## src/rtl/key_matrix_scanner.sv

```systemverilog
// Key matrix scanner: column-strobed scan, single-key debounce, event FIFO and bus registers.
// Optional KEY_RELEASE_EN macro adds release events {1'b1, code} ahead of each accepted change.
module key_matrix_scanner #(
  parameter int ROWS       = 4,
  parameter int COLS       = 4,
  parameter int SCAN_DIV   = 50000,
  parameter int DEBOUNCE   = 4,
  parameter int FIFO_DEPTH = 8
) (
  input  logic            clk,
  input  logic            rst_n,
  input  logic            cs,
  input  logic            rd,
  input  logic            wr,
  input  logic [1:0]      addr,
  input  logic [7:0]      wrdat,
  output logic [7:0]      rddat,
  output logic            irq,
  output logic [COLS-1:0] key_col_o,
  input  logic [ROWS-1:0] key_row_i
);
  localparam int CW = (COLS > 1) ? $clog2(COLS) : 1;
  localparam int SW = $clog2(SCAN_DIV);
  localparam int AW = $clog2(FIFO_DEPTH);
  localparam int NW = AW + 1;
  localparam logic [3:0] DB = 4'(DEBOUNCE);

  logic [ROWS-1:0] row_s1_q, row_s2_q;
  logic            run_q;
  logic [SW-1:0]   slot_q, slot_d;
  logic [CW-1:0]   col_q, col_d;
  logic [1:0]      hit_q, hit_d, col_hits, hit_sum;
  logic [6:0]      hit_code_q, hit_code_d, code_now, sum_code;
  logic [2:0]      col_row, hit_tot;
  logic [1:0]      ctrl_q;
  logic            scanning, slot_end, scan_end;

  assign scanning  = ctrl_q[0] & run_q;
  assign slot_end  = scanning && (slot_q == SW'(SCAN_DIV - 1));
  assign scan_end  = slot_end && (col_q == CW'(COLS - 1));
  assign key_col_o = scanning ? ~(COLS'(1) << col_q) : {COLS{1'b1}};

  always_comb begin
    col_hits = 2'd0;
    col_row  = 3'd0;
    for (int r = 0; r < ROWS; r++) begin
      if (!row_s2_q[r]) begin
        if (col_hits != 2'd2) col_hits = col_hits + 2'd1;
        col_row = 3'(r);
      end
    end
    code_now = 7'(int'(col_row) * COLS + int'(col_q));
    hit_tot  = {1'b0, hit_q} + {1'b0, col_hits};
    hit_sum  = (hit_tot >= 3'd2) ? 2'd2 : hit_tot[1:0];
    sum_code = (col_hits == 2'd1) ? code_now : hit_code_q;
  end

  always_comb begin
    slot_d     = slot_q;
    col_d      = col_q;
    hit_d      = hit_q;
    hit_code_d = hit_code_q;
    if (!scanning) begin
      slot_d = '0;
      col_d  = '0;
      hit_d  = 2'd0;
    end else if (slot_end) begin
      slot_d     = '0;
      col_d      = (col_q == CW'(COLS - 1)) ? '0 : col_q + CW'(1);
      hit_d      = scan_end ? 2'd0 : hit_sum;
      hit_code_d = sum_code;
    end else begin
      slot_d = slot_q + SW'(1);
    end
  end

  always_ff @(posedge clk or negedge rst_n) begin
    if (!rst_n) begin
      row_s1_q   <= '1;
      row_s2_q   <= '1;
      run_q      <= 1'b0;
      slot_q     <= '0;
      col_q      <= '0;
      hit_q      <= 2'd0;
      hit_code_q <= 7'd0;
    end else begin
      row_s1_q   <= key_row_i;
      row_s2_q   <= row_s1_q;
      run_q      <= ctrl_q[0];
      slot_q     <= slot_d;
      col_q      <= col_d;
      hit_q      <= hit_d;
      hit_code_q <= hit_code_d;
    end
  end

  // Debounce: a candidate must repeat for DEBOUNCE full scans before it is accepted.
  logic       cand_valid, same;
  logic       prev_valid_q, prev_valid_d, acc_valid_q, acc_valid_d;
  logic [6:0] prev_code_q, prev_code_d, acc_code_q, acc_code_d;
  logic [3:0] stable_q, stable_d;
  logic       push_req;
  logic [7:0] push_data;
`ifdef KEY_RELEASE_EN
  logic       pend_q, pend_d;
  logic [6:0] pend_code_q, pend_code_d;
`endif

  assign cand_valid = (hit_sum == 2'd1);
  assign same = (cand_valid == prev_valid_q) && (!cand_valid || sum_code == prev_code_q);

  always_comb begin
    prev_valid_d = prev_valid_q;
    prev_code_d  = prev_code_q;
    acc_valid_d  = acc_valid_q;
    acc_code_d   = acc_code_q;
    stable_d     = stable_q;
    push_req     = 1'b0;
    push_data    = 8'h00;
`ifdef KEY_RELEASE_EN
    pend_d      = 1'b0;
    pend_code_d = pend_code_q;
    if (pend_q) begin
      push_req  = 1'b1;
      push_data = {1'b0, pend_code_q};
    end
`endif
    if (scan_end) begin
      prev_valid_d = cand_valid;
      prev_code_d  = sum_code;
      if (!same) stable_d = 4'd1;
      else if (stable_q != DB) stable_d = stable_q + 4'd1;
      if (stable_d == DB && (cand_valid != acc_valid_q ||
                             (cand_valid && sum_code != acc_code_q))) begin
        acc_valid_d = cand_valid;
        acc_code_d  = sum_code;
`ifdef KEY_RELEASE_EN
        if (acc_valid_q) begin
          push_req    = 1'b1;
          push_data   = {1'b1, acc_code_q};
          pend_d      = cand_valid;
          pend_code_d = sum_code;
        end else if (cand_valid) begin
          push_req  = 1'b1;
          push_data = {1'b0, sum_code};
        end
`else
        if (cand_valid) begin
          push_req  = 1'b1;
          push_data = {1'b0, sum_code};
        end
`endif
      end
    end
  end

  always_ff @(posedge clk or negedge rst_n) begin
    if (!rst_n) begin
      prev_valid_q <= 1'b0;
      prev_code_q  <= 7'd0;
      acc_valid_q  <= 1'b0;
      acc_code_q   <= 7'd0;
      stable_q     <= 4'd0;
`ifdef KEY_RELEASE_EN
      pend_q       <= 1'b0;
      pend_code_q  <= 7'd0;
`endif
    end else begin
      prev_valid_q <= prev_valid_d;
      prev_code_q  <= prev_code_d;
      acc_valid_q  <= acc_valid_d;
      acc_code_q   <= acc_code_d;
      stable_q     <= stable_d;
`ifdef KEY_RELEASE_EN
      pend_q       <= pend_d;
      pend_code_q  <= pend_code_d;
`endif
    end
  end

  // Bus strobes are edge-qualified so a held strobe acts only once.
  logic          rd_act, wr_act, rd_q, wr_q, rd_fall, wr_rise;
  logic [1:0]    rd_addr_q;
  logic          flush, clr_ovf, push, pop, empty, full, ovf_q, irq_q;
  logic [7:0]    rddat_q, rd_mux, status;
  logic [7:0]    mem_q [FIFO_DEPTH];
  logic [AW-1:0] wp_q, rp_q;
  logic [NW-1:0] cnt_q;
  logic [4:0]    cnt_sat;
  logic          unused_wrdat;

  assign unused_wrdat = ^wrdat[7:2];
  assign rd_act  = cs & rd;
  assign wr_act  = cs & wr;
  assign rd_fall = rd_q & ~rd_act;
  assign wr_rise = wr_act & ~wr_q;
  assign clr_ovf = wr_rise && (addr == 2'd3) && wrdat[0];
  assign flush   = wr_rise && (addr == 2'd3) && wrdat[1];
  assign empty   = (cnt_q == '0);
  assign full    = (cnt_q == NW'(FIFO_DEPTH));
  assign pop     = rd_fall && (rd_addr_q == 2'd0) && !empty && !flush;
  assign push    = push_req && !flush && (!full || pop);
  assign cnt_sat = (int'(cnt_q) > 31) ? 5'd31 : 5'(cnt_q);
  assign status  = {ovf_q, full, empty, cnt_sat};

  always_comb begin
    case (addr)
      2'd0:    rd_mux = empty ? 8'hFF : mem_q[rp_q];
      2'd1:    rd_mux = status;
      2'd2:    rd_mux = {6'd0, ctrl_q};
      default: rd_mux = 8'h00;
    endcase
  end

  always_ff @(posedge clk) begin
    if (push) mem_q[wp_q] <= push_data;
  end

  always_ff @(posedge clk or negedge rst_n) begin
    if (!rst_n) begin
      wp_q      <= '0;
      rp_q      <= '0;
      cnt_q     <= '0;
      ovf_q     <= 1'b0;
      ctrl_q    <= 2'b11;
      rd_q      <= 1'b0;
      wr_q      <= 1'b0;
      rd_addr_q <= 2'd0;
      rddat_q   <= 8'h00;
      irq_q     <= 1'b0;
    end else begin
      if (flush) begin
        wp_q  <= '0;
        rp_q  <= '0;
        cnt_q <= '0;
      end else begin
        if (push) wp_q <= wp_q + AW'(1);
        if (pop)  rp_q <= rp_q + AW'(1);
        cnt_q <= cnt_q + NW'(push) - NW'(pop);
      end
      if (clr_ovf) ovf_q <= 1'b0;
      if (push_req && !flush && !push) ovf_q <= 1'b1;
      if (wr_rise && addr == 2'd2) ctrl_q <= wrdat[1:0];
      rd_q      <= rd_act;
      wr_q      <= wr_act;
      if (rd_act) rd_addr_q <= addr;
      rddat_q   <= rd_act ? rd_mux : 8'h00;
      irq_q     <= ctrl_q[1] & (~empty | ovf_q);
    end
  end

  assign rddat = rddat_q;
  assign irq   = irq_q;

endmodule

```

## config.mk

```make
export PLATFORM = sky130hd
export DESIGN_NAME = key_matrix_scanner
export DESIGN_NICKNAME = d
export VERILOG_FILES = /design/src/rtl/key_matrix_scanner.sv
export SDC_FILE = /design/constraint.sdc
export NUM_CORES = 1
export LEC_CHECK = 0
export CAP_MARGIN = 10
export CELL_PAD_IN_SITES_DETAIL_PLACEMENT = 1
export CELL_PAD_IN_SITES_GLOBAL_PLACEMENT = 1
export CORE_ASPECT_RATIO = 1.1
export CORE_MARGIN = 2
export CORE_UTILIZATION = 47
export DETAILED_ROUTE_END_ITERATION = 7
export DONT_BUFFER_PORTS = 1
export GPL_ROUTABILITY_DRIVEN = 0
export PLACE_DENSITY = 0.78
export SLEW_MARGIN = 10
export SYNTH_ARGS = -nofsm -noshare
export SYNTH_HDL_FRONTEND = slang
export SYNTH_SLANG_ARGS = --single-unit
```

## constraint.sdc

```tcl
create_clock -name clk -period 5 [get_ports clk]
set_clock_uncertainty 0.05 [all_clocks]
set_input_delay 1 -clock clk [delete_from_list [all_inputs] [get_ports clk]]
set_output_delay 1 -clock clk [all_outputs]
set_load 0.02 [all_outputs]
```

; ---- After elaboration in Yosys (flattened, before gate mapping)
; Memory sizes are Yosys's and may differ from the RTL's.
; Index checks and enable logic that the tools add are counted.
[totals]
input_bits = 19
memories = 1
register_bits = 82
elab_cells = 139
ram_bits = 56
out_inout_bits = 13
[memory_table]
columns = name, words, width, read_ports, rd_ports_with_merged_regs, write_ports, line
row1 = mem_q, 8, 7, 1, 0, 1, 186  ; logic [7:0] mem_q [FIFO_DEPTH];
[op_classes]
bitwise_logic = 11
eq_ne = 18
add_sub_neg = 12
muxes = 42
n_shift = 1
n_reduce_logical = 31
magnitude_cmp = 1
[op_table]
columns = cell, n
row1 = $mux 16, 2
row2 = $mux 7, 4
row3 = $mux 2, 13
row4 = $pmux 8 s3, 1
row5 = $mux 4, 5
row6 = $mux 3, 6
row7 = $add 16x1->16 const B, 1
row8 = $eq 16x16->1 const B, 1
row9 = $mux 8, 2
row10 = $logic_and 1x1->1, 15
row11 = $mux 1, 9
row12 = $add 2x1->2 const B, 4
row13 = $eq 7x7->1, 1
row14 = $ne 7x7->1, 1
row15 = $add 3x1->3 const B, 2
row16 = $add 5x2->6, 1
row17 = $and 1x1->1, 6
row18 = $eq 2x1->1 const B, 3
row19 = $eq 2x2->1 const B, 3
row20 = $ne 2x2->1 const B, 3
row21 = $reduce_bool 2->1, 3
row22 = $logic_not 1->1, 5
row23 = $add 4x1->4, 1
row24 = $add 4x1->4 const B, 1
row25 = 17 further kinds, 23

; ---- Logic depth before layout (Yosys ltp)
; Gate-level depths: netlist of the first run.
[logic_depth]
word_depth = 28
depth_mapped = 21

; ---- Worst setup path before layout of the first run
; Ideal clock, no wire load.
[synth_timing]
path_type = flip-flop to flip-flop
startpoint = reg row_s2_q[1]
endpoint = mem mem_q[2][0] (netlist bit), enable pin
path_buffers = 0
stages_incl_launch_ff = 14
arrival_time_ns = 4.242
required_time_ns = 4.560
setup_slack_ns = 0.318
cell_sequence = dfstp_2 > ha_1 > nor2b_1 > a21oi_1 > ha_1 > nor2_1 > a21o_1 > fa_1 > nand3_1 > nor4_1 > o2111ai_1 > a311oi_4 > nand2_4 > nor4_1
[synth_between]
elab_chain_cells = 24
elab_cells_between_ends = 39
[synth_rtl]
columns = element, line
row1 = "start, declared", 28  ; logic [ROWS-1:0] row_s1_q, row_s2_q;
row2 = "start signal, assigned", 88  ; row_s2_q <= row_s1_q;
row3 = $mux 2, 47  ; if (!row_s2_q[r]) begin
row4 = $add 2x1->2 / $ne 2x2->1 (equally long branches), 48  ; if (col_hits != 2'd2) col_hits = col_hits + 2'd1;
row5 = $mux 2, 48
row6 = $mux 2, 47
row7 = $add 2x1->2 / $ne 2x2->1 (equally long branches), 48
row8 = $mux 2, 48
row9 = $mux 2, 47
row10 = $add 2x2->3, 53  ; hit_tot = {1'b0, hit_q} + {1'b0, col_hits};
row11 = (+7 left out), --
row12 = $mux 4, 128  ; if (scan_end) begin
row13 = $eq 4x3->1, 133  ; if (stable_d == DB && (cand_valid != acc_valid_q ||
row14 = $logic_and 1x1->1, 133
row15 = $mux 1 (*), 133
row16 = $mux 1 (*), 128
row17 = $logic_and 1x1->1 (*) (2 in series), 202  ; assign push = push_req && !flush && (!full || pop);
row18 = $mux 1 (*), 216  ; if (push) mem_q[wp_q] <= push_data;
row19 = $mux 1 (implied by the code) (*), 216
row20 = "end, declared", 186
; Every way passes the cells marked *; elsewhere a longest branch is shown, timed or not. The select of a mux whose other input is x is not followed.

; ---- Worst setup path in the final report of the first run
[layout_timing]
startpoint = reg row_s2_q[1]
endpoint = reg cnt_q[1]
[layout_between]
elab_chain_cells = 25
elab_cells_between_ends = 40
[layout_rtl]
columns = element, line
row1 = $mux 2, 47
row2 = $add 2x1->2 / $ne 2x2->1 (equally long branches), 48
row3 = $mux 2, 48
row4 = $mux 2, 47
row5 = $add 2x1->2 / $ne 2x2->1 (equally long branches), 48
row6 = $mux 2, 48
row7 = $mux 2, 47
row8 = $add 2x2->3, 53
row9 = (+8 left out), --
row10 = $eq 4x3->1, 133
row11 = $logic_and 1x1->1, 133
row12 = $mux 1 (*), 133
row13 = $mux 1 (*), 128
row14 = $logic_and 1x1->1 (*) (2 in series), 202
row15 = $add 4x1->4 (*), 239  ; cnt_q <= cnt_q + NW'(push) - NW'(pop);
row16 = $sub 4x1->4 (*), 239
row17 = $mux 4 (*), 232  ; if (flush) begin
row18 = "end signal, assigned", 239
row19 = "end, declared", 188  ; logic [NW-1:0] cnt_q;
; Marked as above.
; A chain may end at the register's enable or synchronous reset.

==> run_results.csv, run 1 <==
group,metric,value,unit
synthesis,synth-seq-area-share,56.5,%
synthesis,syn_avg_cell_area,12.1,um2
power,p_int,2.08,mW
die,start_util,48.1,%
drt,wirelength,15300,um
synthesis,ys_ff_latch,138,
die,die_h,129,um
setup_path,required,5.27,ns
min_path,min_path_type,"in2async",
power,power.density,384,mW/mm2
die,num_io_pins,32,
drt,first_iter_violations,338,
die,core_area,0.0138,mm2
power,clkPwrFrac,42.0,%
cts,cts.reportedPaths.clkPinSlew,0.06,ns
synthesis,synthFlopType,"dfrtp_1",
setup_path,cp-start-kind,"flip-flop",
grt,grt_pass1_wl,25000,um
cts,cts_setup_buffers,0,
drt,ant_nets,0,
timing,period_needed,4.71,ns
drt,dr_total_vias,4394,
placed_design,dp_hpwl,10600,um
finish,n_antenna_cell,0,
grt,grt_overflow,0,
drt,wl_per_cell,20.1,um
power,pwr-share-seq,47.2,%
setup_path,arrival,4.98,ns
synthesis,async_reset_ff_share,59.4,%
cts,cts.htree.levels,4,
timing,tightest_slew,0.983,ns
synthesis,syn_area,0.00663,mm2
setup_path,cp-end-kind,"flip-flop",
finish,areaGrowthSynthToFinish,12.3,%
power,peakVddDrop,0.000166,V
power,switchingPower,780,uW
synthesis,yosys_warnings,0,
drt,drc,0,
setup_path,rr_worst_depth,19,
timing,setup_viol_count_final,0,
finish,fin_area,0.00745,mm2
placed_design,placed_area,0.00687,mm2
cts,clock_latency,0.43,ns
finish,final_util,54.0,%
status,status,"finished, final reports clean",
timing,grt_setup_unrepaired,"no",
grt,grt_pass1_vias,4753,
grt,grt_start_max_net_pins,83,
finish,num-nets-final,601,
cts,clockRootBuffer,"clkbuf_16",
power,switching_share,27.3,%
die,dieWidth,117,um
timing,timing.final.crit_share,94.2,%
timing,setup_tns,0,ns
drt,firstDrtPassIters,5,
synthesis,postSynthCellCount,549,
setup_path,path_class,"reg2reg",
grt,antenna_found_initial,0,
synthesis,synthesis.nets,589,
cts,tritoncts,"yes",
timing,hold_violations,0,
placed_design,port_buffers,0,
cts,clockBufferDepth,2,
timing,relSlewSlack,34.5,%
power,leakage,2.98,nW
timing,drv_slew,0,
cts,cts_made_buffers,17,
drt,viasPerCell,5.77,
synthesis,synth_cell_types,69,
grt,grt_usage,22.2,%
setup_path,critical_path.max_fanout,7,
cts,cts.sinks,138,
die,rows,45,
power,pwr-share-comb,10.8,%
die,fp.dieArea,0.0151,mm2
timing,fmax,212,MHz
finish,drive_above_1_share,15.7,%
run,drv_cap,0,
synthesis,synth_edf_count,56,
==> metal layers <==
layer | vias to the layer above | track usage (%) | wire [um]
met5 | - | 0 | 0
met4 | 0 | 9.41 | 420
met3 | 30 | 5.09 | 532
met2 | 78 | 37.9 | 7960
met1 | 2259 | 26.8 | 6400
li1 | 2027 | - | -
==> area by class of cell <==
| class | instances | area, um2 |
|---|---|---|
| fillers | 1443 | 6350 |
| flip-flops and latches | 138 | 3750 |
| multi-input cells | 366 | 2710 |
| clock buffers | 21 | 483 |
| well taps | 188 | 235 |
| inverters | 27 | 101 |
| clock inverters | 11 | 83.8 |
| repair buffers | 11 | 82.6 |
==> final timing paths <==
kind | start | to | slack (ns)
max in group asynchronous | rst_n | ctrl_q[1]$_DFFE_PN1P_ | 4.44
worst max register to register | row_s2_q[1]$_DFF_PN1_ | cnt_q[1]$_DFF_PN0_ | 0.29
worst min register to register | row_s1_q[3]$_DFF_PN1_ | row_s2_q[3]$_DFF_PN1_ | 0.31
worst min-delay path | rst_n | slot_q[9]$_DFF_PN0_ | 0.23
worst max-delay path | row_s2_q[1]$_DFF_PN1_ | cnt_q[1]$_DFF_PN0_ | 0.29
min in group clk | row_s1_q[3]$_DFF_PN1_ | row_s2_q[3]$_DFF_PN1_ | 0.31
==> cells in the mapped netlist (6+ instances only) <==
cell	number	area (um2)
edfxtp_1	56	1680
xnor2_1	12	105
nand2b_1	8	50.1
dfstp_2	10	263
mux4_2	14	315
ha_1	19	238
nand3_1	23	115
nand2_1	48	180
and3_1	10	62.6
mux2i_1	15	150
o21ai_0	23	115
inv_1	27	101
a21oi_1	26	130
mux2_2	6	67.6
and2_1	12	75.1
nor2_1	42	158
nor3_1	10	50.1
xor2_1	9	78.8
dfrtp_1	72	1800
clkbuf_1	12	45.0
nor4_1	6	37.5
==> flip-flops by register name (all words and copies together), names as in the netlist, 2 cells and up <==
register and cells:
mem_q 56, slot_q 16, rddat 8, acc_code_q 7
hit_code_q 7, prev_code_q 7, cnt_q 4, row_s1_q 4
row_s2_q 4, stable_q 4, rp_q 3, wp_q 3
col_q 2, ctrl_q 2, hit_q 2, rd_addr_q 2
==> logic make-up (layout without fill, tap and decap cells) <==
logic type	after synthesis	after routing	share of synthesized area (%)
fa+ha+maj	21	21	4.19
xor+xnor	21	21	2.77
buf+inv	45	70	2.68
compound gates	87	87	8.94
simple gates	200	200	16.6
flops	138	138	56.5
mux	37	37	8.38
==> what timing repair did <==
| action | in CTS | in global routing |
|---|---|---|
| hold buffers | 0 | 0 |
| resized for setup | 0 | 1 |
| setup endpoints to repair | 0 | 9 |
==> worst max-delay path: stages, from the launching register on <==
cell      delay [ns]
dfstp_2         0.58
inv_1           0.07
ha_1            0.32
a21oi_1         0.22
ha_1            0.22
nor2_1          0.05
a21oi_1         0.13
ha_1            0.16
inv_1           0.05
fa_1            0.52
nand3_2         0.17
a21oi_1         0.18
nand2_1         0.12
nor4b_1         0.34
o221ai_1        0.20
a311oi_2        0.29
and2_1          0.18
ha_1            0.19
fa_1            0.42
and2_1          0.14
==> cell usage in the layout (no fill, tap or decap), types with 8 or more instances in the layout <==
| cell type | count |
|---|---|
| clkbuf_16 | 19 |
| and2_1 | 12 |
| xnor2_1 | 12 |
| xor2_1 | 9 |
| mux4_2 | 14 |
| ha_1 | 19 |
| inv_1 | 27 |
| buf_4 | 11 |
| o21ai_0 | 23 |
| dfrtp_1 | 72 |
| dfstp_2 | 10 |
| nand3_1 | 22 |
| a21oi_1 | 26 |
| mux2i_1 | 15 |
| nor3_1 | 10 |
| nand2b_1 | 8 |
| and3_1 | 10 |
| nand2_1 | 48 |
| nor2_1 | 42 |
| edfxtp_1 | 56 |
==> through the flow <==
stage,cells,setup slack [ns],power (mW),hold slack [ns]
floorplan,549,0.318,1.59,0.295
global placement,730,0.372,1.65,0.297
detailed placement,730,0.204,1.68,0.300
CTS,762,0.165,2.88,0.200
global route,762,0.00458,2.98,0.209
finish,762,0.288,2.86,0.228
==> power by group through the flow <==
stage / sequential [mW] / combinational [mW] / clock (mW)
6_report: 1.35 / 0.310 / 1.20
3_5_place_dp: 1.37 / 0.305 / 0
5_1_grt: 1.36 / 0.349 / 1.26
3_3_place_gp: 1.37 / 0.286 / 0
4_1_cts: 1.35 / 0.313 / 1.22
2_1_floorplan: 1.28 / 0.306 / 0
Power figures use the tool's default switching activity.
==> run 2: changes to the inputs <==
Settings changed: CELL_PAD_IN_SITES_DETAIL_PLACEMENT 1 to 0, CORE_ASPECT_RATIO 1.1 to 0.6, TNS_END_PERCENT set to 100.
==> run 2 against run 1 <==
Effect of this change:
- non-clock buffer count rose by 2
- largest cell class unchanged
- highest routed layer unchanged
- maximum frequency is 0.76% higher
- sequential power barely moved
==> run_results.csv, run 2 (synthesis results as in run 1) <==
group,metric,value,unit
power,pwr-share-seq,45.3,%
setup_path,cp-start-kind,"flip-flop",
finish,layout_commonest_cell,"dfrtp_1",
drt,wl_per_cell,18.1,um
min_path,min_path_type,"in2async",
die,core_area,0.0137,mm2
power,switchingPower,780,uW
grt,antenna_found_initial,0,
cts,clock_latency,0.41,ns
finish,drive_above_1_share,17.4,%
power,switching_share,26.4,%
status,status,"finished, final reports clean",
timing,relSlewSlack,35.6,%
cts,cts.sinks,138,
die,dieWidth,157,um
finish,num-nets-final,603,
power,clkPwrFrac,44.4,%
setup_path,arrival,4.91,ns
timing,period_needed,4.68,ns
placed_design,placed_area,0.00689,mm2
power,p_int,2.18,mW
cts,cts_made_buffers,17,
grt,grt_pass1_wl,22000,um
power,pwr-share-comb,10.3,%
setup_path,cp_num_buf_inv,2,
setup_path,crit_chain,"inv_1 > ha_1 > a21oi_2 > ha_1 > nor2_1 > a21oi_1 > ha_1 > inv_1 > fa_2 > and3_1 > o311ai_0 > a211oi_2 > and2_1 > a311oi_2 > and2_1 > ha_1 > fa_1 > xnor2_1 > nor2_1",
setup_path,required,5.24,ns
setup_path,critPathTopFamily,"adder cells",
die,start_util,48.4,%
setup_path,cp-end-kind,"flip-flop",
setup_path,cp.depth,19,
cts,cts.reportedPaths.clkPinSlew,0.06,ns
drt,ant_nets,0,
setup_path,slowest_delay,0.58,ns
setup_path,crit_top_cell,"ha_1",
timing,hold_violations,0,
setup_path,r2r-end,"cnt_q[2]$_DFF_PN0_",
finish,fin_area,0.00756,mm2
setup_path,cp_slowest_cell,"dfstp_2",
power,power.density,391,mW/mm2
setup_path,r2r_slack,0.32,ns
timing,timing.final.crit_share,93.5,%
finish,top_register,"mem_q",
die,die_h,96.0,um
drt,dr_total_vias,4340,
drt,wirelength,13900,um
power,leakage,3.03,nW
grt,grt_overflow,0,
cts,clockRootBuffer,"clkbuf_16",
cts,holdBufCountCts,0,
cts,cts.htree.levels,4,
die,fp.dieArea,0.0151,mm2
setup_path,critical_path.max_fanout,7,
placed_design,port_buffers,0,
cts,tritoncts,"yes",
drt,first_iter_violations,377,
die,rows,33,
timing,setup_viol_count_final,0,
finish,n_antenna_cell,0,
drt,firstDrtPassIters,6,
placed_design,dp_hpwl,9490,um
setup_path,path_class,"reg2reg",
timing,tightest_slew,0.966,ns
drt,drc,0,
timing,drv_slew,0,
finish,final_cell_mix,"dfrtp_1 (72), edfxtp_1 (56), nand2_1 (48), nor2_1 (42), inv_1 (27)",
grt,grt_start_max_net_pins,83,
cts,clockBufferDepth,2,
finish,areaGrowthSynthToFinish,14.0,%
grt,grt_usage,19.5,%
run,drv_cap,0,
grt,grt_pass1_vias,4115,
finish,largest_register_ffs,56,
timing,fmax,214,MHz
setup_path,rr_worst_depth,19,
power,peakVddDrop,0.000194,V
drt,viasPerCell,5.65,
die,num_io_pins,32,
timing,setup_tns,0,ns
setup_path,r2r_start,"row_s2_q[1]$_DFF_PN1_",
-- run 2: power by group through the flow --
stage	Combinational, mW	Clock (mW)	Sequential [mW]
4_1_cts	0.303	1.33	1.34
5_1_grt	0.342	1.39	1.36
3_5_place_dp	0.300	0	1.36
2_1_floorplan	0.306	0	1.28
3_3_place_gp	0.291	0	1.36
6_report	0.306	1.31	1.34
-- run 2: timing repair --
| item | 4_1_cts | 5_1_grt |
|---|---|---|
| buffers inserted | 0 | 0 |
| gates resized for setup | 0 | 10 |
| endpoints found under the setup margin | 0 | 99 |
-- run 2: metal layers --
layer	part of all wire (%)	global-route usage, %	vias to the layer above
met5	0	0	-
met4	0.84	4.92	0
met3	5.8	5.67	15
met2	41	27.0	112
met1	52	29.9	2183
li1	-	-	2030
-- run 2: worst max-delay path by stage --
stage | from | to | slack [ns]
3_5_place_dp | row_s2_q[1]$_DFF_PN1_ | cnt_q[1]$_DFF_PN0_ | 0.11
6_report | row_s2_q[1]$_DFF_PN1_ | cnt_q[2]$_DFF_PN0_ | 0.32
5_1_grt | row_s2_q[1]$_DFF_PN1_ | cnt_q[1]$_DFF_PN0_ | -0.0001
4_1_cts | row_s2_q[1]$_DFF_PN1_ | cnt_q[1]$_DFF_PN0_ | 0.1
3_3_place_gp | row_s2_q[1]$_DFF_PN1_ | cnt_q[1]$_DFF_PN0_ | 0.22
2_1_floorplan | row_s2_q[1]$_DFF_PN1_ | mem_q[2][0]$_DFFE_PP_ | 0.32
-- run 2: stage by stage --
step / std cells / power, mW / util (%) / worst slack [ns] / hold WS (ns)
6_report: 768 / 2.96 / 55.1 / 0.324 / 0.230
5_1_grt: 768 / 3.08 / 55.1 / -0.0000964 / 0.208
4_1_cts: 768 / 2.98 / 54.8 / 0.0967 / 0.216
3_5_place_dp: 736 / 1.66 / 50.3 / 0.108 / 0.298
3_3_place_gp: 736 / 1.65 / 50.3 / 0.217 / 0.297
2_1_floorplan: 549 / 1.59 / - / 0.318 / 0.295
-- run 2: area by class of cell --
class	count	area, um2
Clock inverter	15	191
Timing Repair Buffer	13	97.6
Fill cell	1133	6150
Inverter	27	101
Clock buffer	17	425
Tap cell	192	240
Sequential cell	138	3750
Multi-Input combinational cell	366	2760
==> patch 1: new RTL, config.mk and constraints of run 2 <==
Add an input register stage for `cs`, `rd`, `wr`, `addr`, `wrdat` and `key_row_i`, with the module's reset; this delays them by one clock.
--- a/src/rtl/key_matrix_scanner.sv
+++ b/src/rtl/key_matrix_scanner.sv
@@ -25,6 +25,31 @@
   localparam int NW = AW + 1;
   localparam logic [3:0] DB = 4'(DEBOUNCE);
 
+  logic cs_q;
+  logic rd_r;
+  logic wr_r;
+  logic [1:0] addr_q;
+  logic [7:0] wrdat_q;
+  logic [ROWS-1:0] key_row_q;
+
+  always_ff @(posedge clk or negedge rst_n) begin
+    if (!rst_n) begin
+      cs_q      <= '0;
+      rd_r      <= '0;
+      wr_r      <= '0;
+      addr_q    <= '0;
+      wrdat_q   <= '0;
+      key_row_q <= '0;
+    end else begin
+      cs_q      <= cs;
+      rd_r      <= rd;
+      wr_r      <= wr;
+      addr_q    <= addr;
+      wrdat_q   <= wrdat;
+      key_row_q <= key_row_i;
+    end
+  end
+
   logic [ROWS-1:0] row_s1_q, row_s2_q;
   logic            run_q;
   logic [SW-1:0]   slot_q, slot_d;
@@ -84,7 +109,7 @@
       hit_q      <= 2'd0;
       hit_code_q <= 7'd0;
     end else begin
-      row_s1_q   <= key_row_i;
+      row_s1_q   <= key_row_q;
       row_s2_q   <= row_s1_q;
       run_q      <= ctrl_q[0];
       slot_q     <= slot_d;
@@ -189,13 +214,13 @@
   logic [4:0]    cnt_sat;
   logic          unused_wrdat;
 
-  assign unused_wrdat = ^wrdat[7:2];
-  assign rd_act  = cs & rd;
-  assign wr_act  = cs & wr;
+  assign unused_wrdat = ^wrdat_q[7:2];
+  assign rd_act  = cs_q & rd_r;
+  assign wr_act  = cs_q & wr_r;
   assign rd_fall = rd_q & ~rd_act;
   assign wr_rise = wr_act & ~wr_q;
-  assign clr_ovf = wr_rise && (addr == 2'd3) && wrdat[0];
-  assign flush   = wr_rise && (addr == 2'd3) && wrdat[1];
+  assign clr_ovf = wr_rise && (addr_q == 2'd3) && wrdat_q[0];
+  assign flush   = wr_rise && (addr_q == 2'd3) && wrdat_q[1];
   assign empty   = (cnt_q == '0);
   assign full    = (cnt_q == NW'(FIFO_DEPTH));
   assign pop     = rd_fall && (rd_addr_q == 2'd0) && !empty && !flush;
@@ -204,7 +229,7 @@
   assign status  = {ovf_q, full, empty, cnt_sat};
 
   always_comb begin
-    case (addr)
+    case (addr_q)
       2'd0:    rd_mux = empty ? 8'hFF : mem_q[rp_q];
       2'd1:    rd_mux = status;
       2'd2:    rd_mux = {6'd0, ctrl_q};
@@ -240,10 +265,10 @@
       end
       if (clr_ovf) ovf_q <= 1'b0;
       if (push_req && !flush && !push) ovf_q <= 1'b1;
-      if (wr_rise && addr == 2'd2) ctrl_q <= wrdat[1:0];
+      if (wr_rise && addr_q == 2'd2) ctrl_q <= wrdat_q[1:0];
       rd_q      <= rd_act;
       wr_q      <= wr_act;
-      if (rd_act) rd_addr_q <= addr;
+      if (rd_act) rd_addr_q <= addr_q;
       rddat_q   <= rd_act ? rd_mux : 8'h00;
       irq_q     <= ctrl_q[1] & (~empty | ovf_q);
     end
Behaviour: not the same (Yosys sat finds a counterexample within 4 cycles, from zero or initial values and one cycle with rst_n low).
==> patch 1 against run 2 <==
- final area rose by 4.4%
- maximum frequency fell by 1.6%
- synthesized area rose by 5.4%
- worst setup slack got worse by 0.075 ns
- sequential share of layout area rose by 1.4 points
- sequential cell count rose by 11
- non-clock buffer count rose by 2
- routed wire length rose by 7.0%
- largest cell class unchanged
- highest routed layer unchanged
Power is not compared: it rests on default switching activity, and its combinational part moved more than twofold at a synthesized area within 25%.
==> patch 1: results (changes against run 2) <==
- **Crit path largest cell delay** 0.54 ns, was 0.58 ns
- **Data buffer area share** 0.01427, was 0.01291
- **multi-input gates** 383, was 366
- **sequential cell area fraction in the yosys report** 0.5751, was 0.5648
- **Non-Clock Inverter Count** 39, was 27
- **met3 routed WL** 858 um, was 806 um
- **via count of the first global-routing pass** 4533, was 4115
- **maximum number of pins on one net before global-route repair** 94, was 83
- **Avg WL per Cell** 18.23 um, was 18.09 um
- **total number of clock tree sinks** 149, was 138
- **endpoint of the lowest-slack register-to-register path** mem_q[1][4]$_DFFE_PP_, was cnt_q[2]$_DFF_PN0_
- **arrival time worst endpoint** 4.83 ns, was 4.91 ns
- **Met2 Wirelength** 6.318 mm, was 5.699 mm
- **first-pass GRT wire length** 24.74 mm, was 22.00 mm
- **share of final-layout standard cells stronger than drive strength 1** 0.1521, was 0.1736
- **buffers outside the clock class** 15, was 13
- **clock network share of area** 0.07708, was 0.08160
- **result of the run** completed, unchanged
- **met3 usage in global routing** 0.04840, was 0.05673
- **Tot GR Track Use** 0.2029, was 0.1954
- **leakage power** 2.930 nW
- **fill cell instance count of the final layout** 1195, was 1133
- **fraction of registers with async set/reset** 0.6242, was 0.5942
- **met2 Track Usage GR** 0.2758, was 0.2704
- **met1 Track Usage GR** 0.3226, was 0.2987
- **fraction of area in multi-input gates** 0.3489, was 0.3648
- **unique cell type count in the Yosys netlist** 63, was 69
- **register-to-register path setup slack** 0.25 ns, was 0.32 ns
- **Avg Synthesized Cell Area** 11.85 um2, was 12.08 um2
- **post-detail-place hpwl** 10.39 mm, was 9.494 mm
- **Rel. slew slack** 0.4559, was 0.3557
- **Clk Latency, worst-skew pair** 0.43 ns, was 0.41 ns
- **Top Family by Delay on Critical Path** simple AND/OR/NAND/NOR gates, was adder cells
- **top cells by area, synth** sky130_fd_sc_hd__dfrtp_1 (30%), sky130_fd_sc_hd__edfxtp_1 (24%), sky130_fd_sc_hd__mux4_2 (4.5%), was sky130_fd_sc_hd__dfrtp_1 (27%), sky130_fd_sc_hd__edfxtp_1 (25%), sky130_fd_sc_hd__mux4_2 (4.8%)
- **post-DR vias/cell** 5.702, was 5.651
- **standard cell area after detailed placement** 0.007267 mm2, was 0.006894 mm2
- **Critical Path Fanout Max** 16, was 7
- **most numerous cell types in the synthesized netlist** sky130_fd_sc_hd__dfrtp_1 (83), sky130_fd_sc_hd__edfxtp_1 (56), sky130_fd_sc_hd__nor2_1 (55), was sky130_fd_sc_hd__dfrtp_1 (72), sky130_fd_sc_hd__edfxtp_1 (56), sky130_fd_sc_hd__nand2_1 (48)
- **number of DRC markers after the initial detailed-route iteration** 358, was 377
- **register area** 0.004021 mm2, was 0.003746 mm2
[patch 1: cells by family after synthesis]
kind of cell               Yosys count  synth area share
AOI/OAI and AO/OA                   97           0.09572
xor gates and xnor gates            15           0.01879
adders and majority gates           21           0.03972
muxes                               42           0.08660
DFF                                149            0.5751
and+or+nand+nor                    208            0.1508
buffers and inverters               58           0.03328
[patch 1: power breakdown]
group          total (W)  switching (W)  internal, W
Combinational   0.000105      0.0000708    0.0000342
Sequential       0.00131      0.0000221      0.00129
Clock            0.00127       0.000595     0.000677
Total            0.00269       0.000688      0.00200
[patch 1: metrics by stage]
stage               utilization  hold slack (ns)  instances  setup WS (ns)
finish                   0.5438           0.2142        816         0.2490
global placement         0.5009           0.2862        784         0.2267
global route             0.5438           0.1887        816       0.007367
floorplan                     -           0.2830        590        0.08633
detailed placement       0.5009           0.2890        784         0.1510
CTS                      0.5429           0.2008        816         0.1240
==> patch 2: new RTL, config.mk and constraints of run 2 <==
Made on the original files. Build with the macro `KEY_RELEASE_EN` defined.
--- a/src/rtl/key_matrix_scanner.sv
+++ b/src/rtl/key_matrix_scanner.sv
@@ -1,5 +1,7 @@
 // Key matrix scanner: column-strobed scan, single-key debounce, event FIFO and bus registers.
 // Optional KEY_RELEASE_EN macro adds release events {1'b1, code} ahead of each accepted change.
+`define KEY_RELEASE_EN
+
 module key_matrix_scanner #(
   parameter int ROWS       = 4,
   parameter int COLS       = 4,
Check against the original RTL: no difference found for any inputs over 10 cycles, from zero or initial values and one cycle with rst_n low; that may be too few to reach the edited logic, so the function may still have changed.
==> patch 2 against run 2 <==
- power grew 3.7%
- die area grew 9.4%
- synthesized area grew 9.8%
- final area grew 9.1%
- maximum frequency shrank 0.54%
- sequential cell count grew 16
- routed wire length grew 5.2%
- final cell count grew 3.4%
- worst setup slack lost 0.025 ns
==> patch 2: results (changes against run 2) <==
- **part of the total power dissipated in the clock network** 0.403, was 0.444
- **Met2 Wirelength** 6.140 mm, was 5.699 mm
- **fill cell instance count of the final layout** 1270, was 1133
- **number of DRC markers after the initial detailed-route iteration** 303, was 377
- **Tot GR Track Use** 0.1944, was 0.1954
- **Synth Net Count** 600, was 589
- **arrival time worst endpoint** 4.77 ns, was 4.91 ns
- **Critical Path Fanout Max** 8, was 7
- **number of flops mapped to enable cells by yosys** 64, was 56
- **largest vdd supply drop** 0.0002097 V, was 0.0001937 V
- **met3 routed WL** 905 um, was 806 um
- **met1 Track Usage GR** 0.3003, was 0.2987
- **layout net count** 619, was 603
- **via count of the first global-routing pass** 4338, was 4115
- **share of final-layout standard cells stronger than drive strength 1** 0.2183, was 0.1736
- **Crit path largest cell delay** 0.53 ns, was 0.58 ns
- **result of the run** completed, unchanged
- **post-DR vias/cell** 5.495, was 5.651
- **overall power after layout** 0.003068 W, was 0.002958 W
- **Rel. slew slack** 0.4439, was 0.3557
- **sequential cell area fraction in the yosys report** 0.5751, was 0.5648
- **most numerous cell types in the synthesized netlist** sky130_fd_sc_hd__dfrtp_1 (80), sky130_fd_sc_hd__edfxtp_1 (64), sky130_fd_sc_hd__nor2_1 (49), was sky130_fd_sc_hd__dfrtp_1 (72), sky130_fd_sc_hd__edfxtp_1 (56), sky130_fd_sc_hd__nand2_1 (48)
- **worst slack at placement** 0.1706 ns, was 0.1078 ns
- **length of routed wiring on met1** 7.440 mm, was 7.272 mm
- **maximum number of pins on one net before global-route repair** 91, was 83
## patch 2: changes by cell type after synthesis, moves of 5 or more
cell	change
sky130_fd_sc_hd__nor2_1	+7
sky130_fd_sc_hd__mux2_2	+13
sky130_fd_sc_hd__nand2b_1	-5
sky130_fd_sc_hd__dfrtp_1	+8
sky130_fd_sc_hd__mux2_4	+9
sky130_fd_sc_hd__edfxtp_1	+8
sky130_fd_sc_hd__o21ai_0	-11
sky130_fd_sc_hd__nand3_1	-7
sky130_fd_sc_hd__nor4b_2	-5
sky130_fd_sc_hd__nor3_1	-6
## patch 2: cells by family after synthesis
group           synth area share
simple gates              0.1394
flops                     0.5751
compound gates           0.06600
mux                       0.1236
buf+inv                  0.02475
xor+xnor                 0.03128
fa+ha+maj                0.03988
## patch 2: stage by stage
stage / hold WS, ns / std cells / area [um2] / utilization / setup TNS, ns
floorplan: 0.2952 / 559 / 7292 / - / 0
global placement: 0.2979 / 760 / 7617 / 0.4998 / 0
detailed placement: 0.2968 / 760 / 7617 / 0.4998 / 0
CTS: 0.2062 / 792 / 8184 / 0.5370 / 0
global route: 0.1998 / 794 / 8248 / 0.5412 / -0.01608
finish: 0.2263 / 794 / 8248 / 0.5412 / 0
## patch 2: cell type report
| cell class | count | area share |
|---|---|---|
| well taps | 203 | 0.03079 |
| clock inverters | 15 | 0.01714 |
| clock buffers | 17 | 0.05158 |
| repair buffers | 19 | 0.02427 |
| multi-input cells | 363 | 0.3582 |
| inverters | 23 | 0.01047 |
| flip-flops and latches | 154 | 0.5076 |
## patch 2: timing repair
| action | CTS | global route |
|---|---|---|
| buffers inserted | 0 | 1 |
| hold buffers | 0 | 0 |
| endpoints found under the hold margin | 0 | 0 |
| resized for setup | 0 | 6 |
| setup endpoints to repair | 0 | 123 |
